[config.mk]
export PLATFORM = sky130hd
export DESIGN_NAME = stopwatch_timer
export DESIGN_NICKNAME = d
export VERILOG_FILES = /design/src/rtl/stopwatch_timer.sv
export SDC_FILE = /design/constraint.sdc
export NUM_CORES = 1
export LEC_CHECK = 0
export CORE_MARGIN = 5
export CORE_UTILIZATION = 40
export DETAILED_ROUTE_END_ITERATION = 10
export SYNTH_ARGS = -nofsm -noshare
export SYNTH_HDL_FRONTEND = slang
export SYNTH_SLANG_ARGS = --single-unit
[constraint.sdc]
create_clock -name clk -period 2.8 [get_ports clk]
set_clock_uncertainty 0.2 [all_clocks]
set_input_delay 0.56 -clock clk [delete_from_list [all_inputs] [get_ports clk]]
set_output_delay 0.56 -clock clk [all_outputs]
set_load 0.02 [all_outputs]
[src/rtl/stopwatch_timer.sv]
// stopwatch_timer: MM:SS.cc BCD stopwatch / countdown driven by a centisecond
// prescaler, with a first-word-fall-through lap capture FIFO.
module stopwatch_timer #(
  parameter int DVSR      = 1_000_000,
  parameter int LAP_DEPTH = 4
) (
  input  logic        clk,
  input  logic        rst_n,
  input  logic        clr,
  input  logic        go,
  input  logic        down,
  input  logic        load,
  input  logic [23:0] preset,
  input  logic        lap,
  input  logic        lap_pop,
  output logic        lap_valid,
  output logic [23:0] lap_data,
  output logic        lap_full,
  output logic        lap_drop,
  output logic        tick,
  output logic        done,
  output logic        wrap,
  output logic [3:0]  d5,
  output logic [3:0]  d4,
  output logic [3:0]  d3,
  output logic [3:0]  d2,
  output logic [3:0]  d1,
  output logic [3:0]  d0
);

  localparam int PW = (DVSR > 1) ? $clog2(DVSR) : 1;
  localparam int AW = (LAP_DEPTH > 1) ? $clog2(LAP_DEPTH) : 1;
  localparam logic [PW-1:0] PRE_MAX   = PW'(DVSR - 1);
  localparam logic [AW:0]   FIFO_FULL = (AW + 1)'(LAP_DEPTH);

  logic [PW-1:0]     pre_q, pre_d;
  logic [5:0][3:0]   dig_q, dig_d;
  logic              done_q, done_d;
  logic              wrap_q, wrap_d;
  logic              rip_s;

  logic [AW-1:0]     wr_ptr_q, rd_ptr_q;
  logic [AW:0]       cnt_q;
  logic [23:0]       mem_q [LAP_DEPTH];
  logic              lap_drop_q;
  logic              push_ok_s, pop_ok_s;

  // Minutes-tens and seconds-tens stop at 5, every other digit at 9.
  function automatic logic [3:0] digit_max(input logic [2:0] idx);
    if (idx == 3'd3 || idx == 3'd5) begin
      digit_max = 4'd5;
    end else begin
      digit_max = 4'd9;
    end
  endfunction

  function automatic logic [3:0] digit_sat(input logic [3:0] v, input logic [2:0] idx);
    if (v > digit_max(idx)) begin
      digit_sat = digit_max(idx);
    end else begin
      digit_sat = v;
    end
  endfunction

  assign tick = go && (pre_q == PRE_MAX);

  // Prescaler next state: clear/load restart the centisecond period.
  always_comb begin
    pre_d = pre_q;
    if (clr || load) begin
      pre_d = '0;
    end else if (tick) begin
      pre_d = '0;
    end else if (go) begin
      pre_d = pre_q + PW'(1);
    end else begin
      pre_d = pre_q;
    end
  end

  // Digit next state: ripple carry/borrow from d0 upward; done/wrap only on real ticks.
  always_comb begin
    dig_d  = dig_q;
    done_d = 1'b0;
    wrap_d = 1'b0;
    rip_s  = 1'b1;
    if (clr) begin
      dig_d = '0;
    end else if (load) begin
      for (int i = 0; i < 6; i++) begin
        dig_d[i] = digit_sat(preset[4*i +: 4], 3'(i));
      end
    end else if (tick) begin
      if (!down) begin
        for (int i = 0; i < 6; i++) begin
          if (rip_s) begin
            if (dig_q[i] >= digit_max(3'(i))) begin
              dig_d[i] = 4'd0;
            end else begin
              dig_d[i] = dig_q[i] + 4'd1;
              rip_s    = 1'b0;
            end
          end else begin
            dig_d[i] = dig_q[i];
          end
        end
        wrap_d = rip_s;
      end else if (dig_q != '0) begin
        for (int i = 0; i < 6; i++) begin
          if (rip_s) begin
            if (dig_q[i] == 4'd0) begin
              dig_d[i] = digit_max(3'(i));
            end else begin
              dig_d[i] = dig_q[i] - 4'd1;
              rip_s    = 1'b0;
            end
          end else begin
            dig_d[i] = dig_q[i];
          end
        end
        done_d = (dig_d == '0);
      end else begin
        dig_d = dig_q;
      end
    end else begin
      dig_d = dig_q;
    end
  end

  // Time-keeping registers.
  always_ff @(posedge clk or negedge rst_n) begin
    if (!rst_n) begin
      pre_q  <= '0;
      dig_q  <= '0;
      done_q <= 1'b0;
      wrap_q <= 1'b0;
    end else begin
      pre_q  <= pre_d;
      dig_q  <= dig_d;
      done_q <= done_d;
      wrap_q <= wrap_d;
    end
  end

  assign lap_valid = (cnt_q != '0);
  assign lap_full  = (cnt_q == FIFO_FULL);
  assign pop_ok_s  = lap_pop && lap_valid;
  // A pop frees the slot in the same cycle, so a full FIFO still accepts a push.
  assign push_ok_s = lap && (!lap_full || pop_ok_s);
  assign lap_data  = lap_valid ? mem_q[rd_ptr_q] : 24'd0;

  // Lap FIFO storage, pointers and drop flag; captures digits before this cycle's update.
  always_ff @(posedge clk or negedge rst_n) begin
    if (!rst_n) begin
      wr_ptr_q   <= '0;
      rd_ptr_q   <= '0;
      cnt_q      <= '0;
      lap_drop_q <= 1'b0;
      for (int i = 0; i < LAP_DEPTH; i++) begin
        mem_q[i] <= 24'd0;
      end
    end else if (clr) begin
      wr_ptr_q   <= '0;
      rd_ptr_q   <= '0;
      cnt_q      <= '0;
      lap_drop_q <= 1'b0;
    end else begin
      if (push_ok_s) begin
        mem_q[wr_ptr_q] <= dig_q;
        wr_ptr_q        <= wr_ptr_q + AW'(1);
      end
      if (pop_ok_s) begin
        rd_ptr_q <= rd_ptr_q + AW'(1);
      end
      case ({push_ok_s, pop_ok_s})
        2'b10:   cnt_q <= cnt_q + (AW + 1)'(1);
        2'b01:   cnt_q <= cnt_q - (AW + 1)'(1);
        default: cnt_q <= cnt_q;
      endcase
      lap_drop_q <= lap && !push_ok_s;
    end
  end

  assign lap_drop = lap_drop_q;
  assign done     = done_q;
  assign wrap     = wrap_q;
  assign d5       = dig_q[5];
  assign d4       = dig_q[4];
  assign d3       = dig_q[3];
  assign d2       = dig_q[2];
  assign d1       = dig_q[1];
  assign d0       = dig_q[0];

endmodule

Yosys cells after proc, flatten, opt, wreduce, memory -nomap -nowiden
Cells that the tools add are included.
{"block": "totals", "elab_cells": 279, "inputBits": 32, "out_inout_bits": 54, "ff_bits": 150}
{"block": "op_classes", "n_mux": 187, "add_sub_neg": 17, "bitwise_logic": 3, "order_cmp": 15, "n_reduce_logical": 35, "eq_ne": 5}
{"cell": "4-bit 2-to-1 mux", "n": 91}
{"cell": "24-bit 2-to-1 mux", "n": 9}
{"cell": "96-bit bitwise mux", "n": 1}
{"cell": "1-bit 2-to-1 mux", "n": 75}
{"cell": "20-bit 2-to-1 mux", "n": 3}
{"cell": "24-bit binary-select mux with 2-bit select", "n": 1}
{"cell": "24-bit demux with 2-bit select", "n": 1}
{"cell": "4-bit by 1-bit adder with 4-bit output, second input constant", "n": 6}
{"cell": "4-bit >= comparator", "n": 6}
{"cell": "4-bit greater-than comparator", "n": 6}
{"cell": "24-bit logical NOT", "n": 1}
{"cell": "4-bit logical NOT", "n": 6}
{"cell": "24-bit nonzero test", "n": 1}
{"cell": "4-bit by 1-bit subtractor with 4-bit output, second input constant", "n": 6}
{"cell": "20-bit by 1-bit adder with 20-bit output, second input constant", "n": 1}
{"cell": "20-bit == test, second input constant", "n": 1}
{"cell": "4-bit nonzero test", "n": 5}
{"cell": "3-bit AND reduction", "n": 5}
{"cell": "3-bit nonzero test", "n": 4}
{"cell": "2-bit 2-to-1 mux", "n": 4}
{"cell": "3-bit >= comparator, second input constant", "n": 2}
{"cell": "2-bit inverter with 3-bit output", "n": 2}
{"cell": "3-bit case mux with 2 select lines", "n": 1}
{"cell": "1-bit logical AND", "n": 5}
{"cell": "other kinds (14)", "n": 19}

Depth between registers and ports, before layout
Gate-level depths: netlist of the first run.
{"block": "depth", "depth_word": 71, "ltp_mapped": 10, "mapped_depth_nobuf": 7}

Worst setup path after synthesis of the first run
Ideal clock, no wire load.
{"block": "synth_timing", "kind": "register to register", "from": "register dig_q, in the netlist d2[0]", "to": "register dig_q, in the netlist d5[0]", "t_required_ns": 2.480, "synth_period_minus_slack_ns": 3.066, "arrival_ns": 2.745, "path_slack_ns": -0.266, "n_path_buf": 1, "setup_time_ns": 0.120, "stages_incl_launch_ff": 9, "cell_sequence": "dfrtp_1 -> clkbuf_1 -> inv_1 -> ha_1 -> or3b_2 -> nor4_4 -> nand2_1 -> or4_1 -> a41o_1"}
{"block": "synth_between", "elab_chain_cells": 31, "elab_cells_between_ends": 52, "classes_between": "order compare: 1; eq/ne: 1; mux: 46; reduce/logical: 4"}
{"item": "start: declaration", "line": "37", "text": "logic [5:0][3:0] dig_q, dig_d;"}
{"item": "start signal: assignment", "line": "139", "text": "dig_q <= dig_d;"}
{"item": "4-bit logical NOT", "line": "111", "text": "if (dig_q[i] == 4'd0) begin"}
{"item": "1-bit 2-to-1 mux", "line": "111"}
{"item": "1-bit 2-to-1 mux", "line": "110", "text": "if (rip_s) begin"}
{"item": "1-bit 2-to-1 mux", "line": "108", "text": "end else if (dig_q != '0) begin"}
{"item": "1-bit 2-to-1 mux", "line": "94", "text": "if (!down) begin"}
{"item": "1-bit 2-to-1 mux", "line": "93", "text": "end else if (tick) begin"}
{"item": "1-bit 2-to-1 mux", "line": "89", "text": "end else if (load) begin"}
{"item": "1-bit 2-to-1 mux", "line": "87", "text": "if (clr) begin"}
{"item": "[... 15 more ...]"}
{"item": "4-bit 2-to-1 mux", "line": "93"}
{"item": "4-bit 2-to-1 mux", "line": "89"}
{"item": "4-bit 2-to-1 mux", "line": "87"}
{"item": "24-bit 2-to-1 mux", "line": "108"}
{"item": "24-bit 2-to-1 mux", "line": "94"}
{"item": "24-bit 2-to-1 mux", "line": "93"}
{"item": "24-bit 2-to-1 mux", "line": "89"}
{"item": "24-bit 2-to-1 mux", "line": "87"}
Several ways; a longest one is shown, not always the timed one. The select of a mux whose other input is x is not followed.
A chain may end at the register's enable or synchronous reset.

Worst setup path in the final report of the first run
{"block": "layout_timing", "from": "register rd_ptr_q[0]", "to": "output port lap_data[1]"}
{"block": "layout_between", "elab_chain_cells": 5}
{"item": "start: declaration", "line": "42", "text": "logic [AW-1:0] wr_ptr_q, rd_ptr_q;"}
{"item": "start signal: assignment", "line": "173", "text": "rd_ptr_q <= rd_ptr_q + AW'(1);"}
{"item": "2-bit inverter with 3-bit output (implied by the code)", "line": "150", "text": "assign lap_data = lap_valid ? mem_q[rd_ptr_q] : 24'd0;"}
{"item": "24-bit binary-select mux with 2-bit select", "line": "150"}
{"item": "24-bit 2-to-1 mux (implied by the code) (2 in series)", "line": "150"}
{"item": "24-bit 2-to-1 mux", "line": "150"}
{"item": "end: declaration", "line": "17", "text": "output logic [23:0] lap_data,"}
Every way passes these cells. The select of a mux whose other input is x is not followed.

==> key figures, run 1 <==
Floorplan
  • Initial Util: between 40% and 50%
  • # IOs: 86
  • Die Y: approximately 160 um
  • Cell row count: 55
  • Die area: about 26,000 um^2
  • Chip width: approximately 160 um
  • Core Area: about 23,000 um^2

Synth
  • Yosys reg bits: 150
  • Synth Instances: roughly 860
  • Synth Area per Inst: 10.7 um^2
  • Synthesized area: approximately 9100 um^2
  • Top FF cell, synth: dfrtp_1
  • Number of synthesized flops with an enable pin: 0
  • Net Count, Synth: 912
  • YS warnings: 0
  • Post-synthesis async set-or-reset flop share: between 90% and 100%
  • Sequential area share after synthesis: approximately two fifths
  • Synth cell types: between 70 and 80

Cells and area
  • Filler instances: slightly above 2k
  • N_diodes: 0
  • Multi-input logic area: 5060 um^2
  • FF+latch area: about 3800 um^2
  • Non-Filler Instances: 1,291
  • Fraction of layout cells with a size suffix above 1: 23.1%
  • Design area: between 10,000 and 15,000 um^2
  • Area delta synth->final: 26.9%
  • Nets: about 1.1k
  • Final core occ: just over 50%

Power
  • Pleak: between 5 and 6 nW
  • Power per cell area: between 600 and 700 nW/um^2
  • Worst vdd ir: ~0.43 mV

Worst setup path
  • Reg2reg start: d1[0]
  • Critical Path Start Type: flip-flop
  • Worst setup path start: rd_ptr_q[0]
  • R2R setup slack: between 100 and 150 ps
  • RR Endpoint: done
  • CP Class: reg -> out
  • Setup crit end: lap_data[1]
  • Worst Setup End Kind: primary output
  • Critical Path Fanout Max: 9
  • Worst R2R Path Depth: 8
  • Req. time, crit path: slightly above 2000 ps
  • Critical path arrival: 1960 ps

Placed design
  • Post-placement cell count: between 1k and 1.5k
  • Placer Congestion: approximately 0.85
  • Pre-CTS setup slack: -267 ps
  • Detailed placement HPWL: approximately 18 mm
  • Number of port buffers: 85
  • Post-DP Area: approximately 11,000 um^2

Timing
  • Final hold viol count: 0
  • Period utilization: 97.1%
  • Final Max Slew Viols: 0
  • Rel. slew slack: 50.9%
  • Endpoints failing setup: 0
  • RSZ-0062 raised after global routing: yes
  • Actual slew at the worst max-slew pin: around 730 ps
  • Setup WS post-layout: a little over 80 ps
  • Tmin final: 2720 ps
  • TNS Setup: 0 ps
  • Achievable Freq: 0.368 GHz

Global route
  • Number of global-route vias before repair: about 7.6k
  • Initial antenna violation count: 0
  • Global-route wire length before repair: around 40 mm
  • Gr usage total: around a fifth
  • GRT overflow: 0
  • Largest net degree at the start of global routing: 62

Clock tree
  • Total clock sinks: 150
  • CTS tree: yes
  • Clock buffer depth: 2
  • H-tree depth: 4
  • Reg clk slew, reported paths: approximately 60 ps
  • Total CTS buffers: 17
  • Root buf cell: clkbuf_16
  • Clk_lat worst skew: a little over 400 ps

Routing
  • Antenna-violating nets left: 0
  • Initial DRC count: between 500 and 600
  • Routed wire length: 24.9 mm
  • Via Count: 7,393
  • Wirelength per Cell: roughly 19 um
  • TritonRoute pass-1 iters: 6
  • Residual DRC: 0
  • Via-per-instance ratio: about 5.7

Outcome
  • Status: completed

Worst hold path
  • Hold Path Class: reg -> reg

Job
  • Max Cap Viol: 0
[Yosys cell counts (all sizes together), types with 5 or more instances]
cell	instances	share of area [%]
nor4b	5	0.48
mux4	25	6.2
nand2	29	1.2
or4	5	0.41
mux2i	6	0.66
nand4	20	1.4
dfrtp	150	41
a311oi	6	0.57
inv	29	1.2
nor3b	11	1.1
ha	24	3.3
a211oi	10	0.88
nor3	19	1.2
o21ai	29	1.6
nand3	26	1.4
a21oi	35	1.9
nor4	11	0.92
xnor2	12	1.1
and3	9	0.62
nand2b	13	0.89
and2	25	1.7
nor2	48	2.0
or3b	8	0.77
or3	5	0.34
a31oi	14	0.96
clkbuf	55	2.3
and4	6	0.57
o211ai	5	0.41
a221oi	7	0.67
buf	16	0.96
a2111oi	5	0.55
xor2	13	1.2
mux2	110	14
[where the power goes]
part	switching [W]	leakage, nW	internal [W]	total (W)
sequential	0.000275	2.00	0.00265	0.00292
combinational	0.00138	2.86	0.00138	0.00275
clock	0.000906	0.265	0.00130	0.00220
total	0.00256	5.12	0.00532	0.00788
[cell type report]
cell class / instances / area share (%)
tap: 285 / 3.07
multi-input combinational: 605 / 43.6
clock inverter: 10 / 0.820
clock buffer: 22 / 4.09
sequential: 150 / 32.4
timing repair buffer: 190 / 15.1
inverter: 29 / 0.938
[cells by family after synthesis]
family	synth area share, %
simple gates	16.6
compound gates	11.7
flops	41.0
mux	20.4
buf+inv	4.40
xor+xnor	2.39
fa+ha+maj	3.50
[flip-flops by register name, summed over array words and instances, names as in the netlist]
| signal | count |
|---|---|
| d3 | 4 |
| lap_drop | 1 |
| wrap | 1 |
| rd_ptr_q | 2 |
| done | 1 |
| d1 | 4 |
| mem_q | 96 |
| d0 | 4 |
| d2 | 4 |
| pre_q | 20 |
| d5 | 4 |
| d4 | 4 |
| cnt_q | 3 |
| wr_ptr_q | 2 |
[per-layer routing]
metal / global-route usage [%] / routed length [um] / vias to the layer above
met2: 31.8 / 11900 / 175
met5: 0 / 0 / -
met1: 27.4 / 11600 / 3742
li1: - / - / 3452
met3: 3.57 / 1070 / 24
met4: 4.61 / 353 / 0
[metrics by stage]
stage	hold WS (ps)	power, W
global placement	268	0.00576
global route	298	0.00835
detailed placement	277	0.00582
floorplan	64.4	0.00465
finish	286	0.00788
CTS	290	0.00796
[worst min-delay path by stage]
stage	cells after the start	start	to	slack [ps]
floorplan	0	rst_n	cnt_q[0]	60
global placement	1	mem_q[15]	mem_q[15]	270
detailed placement	1	mem_q[40]	mem_q[40]	280
CTS	1	mem_q[31]	mem_q[31]	290
global route	1	mem_q[32]	mem_q[32]	300
finish	1	mem_q[40]	mem_q[40]	290
[repair_timing]
| item | CTS | global route |
|---|---|---|
| resized for setup | 50 | 26 |
| buffers inserted | 1 | 1 |
| pin swaps | 1 | 2 |
| hold buffers | 1 | 0 |
| cloned | 0 | 0 |
| setup endpoints to repair | 26 | 27 |
| hold endpoints to repair | 45 | 0 |
[critical path: stages (launching register included)]
cell	delay, ps
dfrtp_2	420
buf_12	160
mux4_2	510
and2_1	170
clkdlybuf4s15_1	280
[placed cells by master (no fill, tap or decap), types with 13 or more instances in the layout]
cell type,n
mux4_2,25
o21ai_0,19
nand2b_1,13
clkdlybuf4s50_1,57
and2_1,25
nor3_1,16
nand4_1,20
a21oi_1,34
clkbuf_16,17
nor2_1,48
nand2_1,29
a31oi_1,14
dfrtp_1,142
nand3_1,26
ha_1,21
mux2_1,87
mux2_2,23
xor2_1,13
inv_1,27
buf_4,91
Power figures use the tool's default switching activity.
==> inputs of run 2 (changes only) <==
--- a/config.mk
+++ b/config.mk
@@ -7,7 +7,9 @@
 export LEC_CHECK = 0
 export CORE_MARGIN = 5
 export CORE_UTILIZATION = 40
+export CTS_CLUSTER_SIZE = 16
 export DETAILED_ROUTE_END_ITERATION = 10
+export GPL_TIMING_DRIVEN = 0
 export SYNTH_ARGS = -nofsm -noshare
 export SYNTH_HDL_FRONTEND = slang
 export SYNTH_SLANG_ARGS = --single-unit
==> run 2 against run 1 <==
Effect of this change: power rose by 1.2%; via count rose by 2.4%; sequential cell count did not move; final area fell by 1.2%; maximum frequency fell by 2.7%.
==> key figures, run 2 (synthesis gave the netlist of run 1 again) <==
Cells and area
  • Commonest non-fill, non-tap cell in the layout: dfrtp_1
  • Area delta synth->final: 25.3%
  • Nets: 1,043
  • Fraction of layout cells with a size suffix above 1: 23.4%
  • Largest registers: mem_q x96, pre_q x20
  • N_diodes: 0
  • Biggest register: mem_q
  • Largest register FFs: 96
  • Leading cell types in the layout, fill and taps excluded: dfrtp_1 (136), mux2_1 (86), clkdlybuf4s50_1 (54)

Clock tree
  • Clk_lat worst skew: 430 ps
  • CTS tree: yes
  • Reg clk slew, reported paths: 60 ps
  • Total CTS buffers: 17
  • Total clock sinks: 150
  • Clock buffer depth: 2
  • H-tree depth: 4
  • Root buf cell: clkbuf_16

Floorplan
  • Die area: 26,000 um^2
  • Die Y: roughly 160 um
  • Chip width: approximately 160 um
  • Core Area: ~23,000 um^2
  • Cell row count: 55
  • # IOs: 86
  • Initial Util: between 40% and 50%

Timing
  • Tmin final: approximately 2800 ps
  • Setup WS post-layout: approximately 5.8 ps
  • Period utilization: 99.8%
  • Achievable Freq: 0.358 GHz
  • Final hold viol count: 0
  • Worst hold slack: between 1.5 and 2 ps
  • Endpoints failing setup: 0
  • Rel. slew slack: about 44%
  • Final Max Slew Viols: 0
  • TNS Setup: 0 ps
  • RSZ-0062 raised after global routing: yes
  • Actual slew at the worst max-slew pin: 838 ps

Global route
  • Gr usage total: about a fifth
  • Global-route wire length before repair: roughly 42 mm
  • Largest net degree at the start of global routing: a little under 90
  • Number of global-route vias before repair: about 7.6k
  • GRT overflow: 0
  • Initial antenna violation count: 0

Power
  • Pleak: between 4 and 5 nW
  • Power per cell area: just under 700 nW/um^2
  • Overall power: 0.00798 W
  • Worst vdd ir: 0.402 mV

Outcome
  • Status: completed

Worst setup path
  • R2R setup slack: ~50 ps
  • Req. time, crit path: roughly 2000 ps
  • Critical Path Start Type: flip-flop
  • Critical path arrival: 2030 ps
  • Reg2reg start: d1[1]
  • Worst setup path start: rd_ptr_q[0]
  • CP Class: reg -> out
  • Critical Path Fanout Max: 10
  • Worst Setup End Kind: primary output
  • Worst R2R Path Depth: 9

Routing
  • Routed wire length: between 20 and 30 mm
  • Antenna-violating nets left: 0
  • Residual DRC: 0
  • TritonRoute pass-1 iters: 9
  • Initial DRC count: between 700 and 800
  • Via-per-instance ratio: roughly 6
  • Via Count: 7,568
  • Wirelength per Cell: around 21 um

Placed design
  • Pre-CTS setup slack: -1020 ps
  • Number of port buffers: 83
  • Placer Congestion: about 0.9
  • Detailed placement HPWL: between 15 and 20 mm

Worst hold path
  • Hold Path Class: in -> async

Job
  • Max Cap Viol: 0
run 2: changes by cell type in the layout (fill, tap and decap cells not counted), moves of 7 or more:
cell,before,now
buf_4,91,39
clkbuf_1,2,35
clkbuf_2,2,23
buf_12,12,3
clkdlybuf4s15_1,11,2
clkbuf_4,0,7
run 2: worst paths after layout:
path	to
min in group clk	mem_q[82]
setup / recovery	lap_data[19]
setup reg to reg	d5[0]
hold / removal	mem_q[95]
max in group asynchronous	d0[0]
hold reg to reg	mem_q[82]
run 2: metal layers:
layer | vias up | global-route usage, % | wire (um)
met2 | 264 | 33.3 | 12700
met1 | 3806 | 29.0 | 11900
met3 | 41 | 3.83 | 1550
met5 | - | 0 | 0
met4 | 0 | 4.58 | 439
li1 | 3457 | - | -
run 2: repair_timing:
action | in CTS | in global routing
endpoints found under the setup margin | 55 | 82
pin swaps | 10 | 7
hold buffers | 0 | 0
resized for setup | 96 | 77
setup buffers | 27 | 12
run 2: cell type report:
type                    count  area, um^2
multi-input cells         605        5230
repair buffers            123        1070
clock buffers              19         443
fillers                  2099       11100
flip-flops and latches    150        3770
plain buffers              60         338
inverters                  29         109
well taps                 285         357
clock inverters            13         148
run 2: through the flow:
stage               util [%]  std cells  area [um^2]
floorplan                  -        855         9210
global placement        46.0       1223        10400
detailed placement      46.2       1224        10400
CTS                     50.3       1273        11400
global route            50.8       1284        11500
finish                  50.8       1284        11500
run 2: power breakdown:
part	leakage [nW]	internal [W]	switching [W]	total, W
logic	2.66	0.00134	0.00140	0.00274
registers	1.99	0.00265	0.000315	0.00296
clock network	0.288	0.00135	0.000929	0.00227
run 2: worst max-delay path, cell delays in order, from the launching register on:
cell	delay, ps
dfrtp_2	450
buf_12	170
mux4_2	500
and2_1	160
dlygate4sd2_1	310
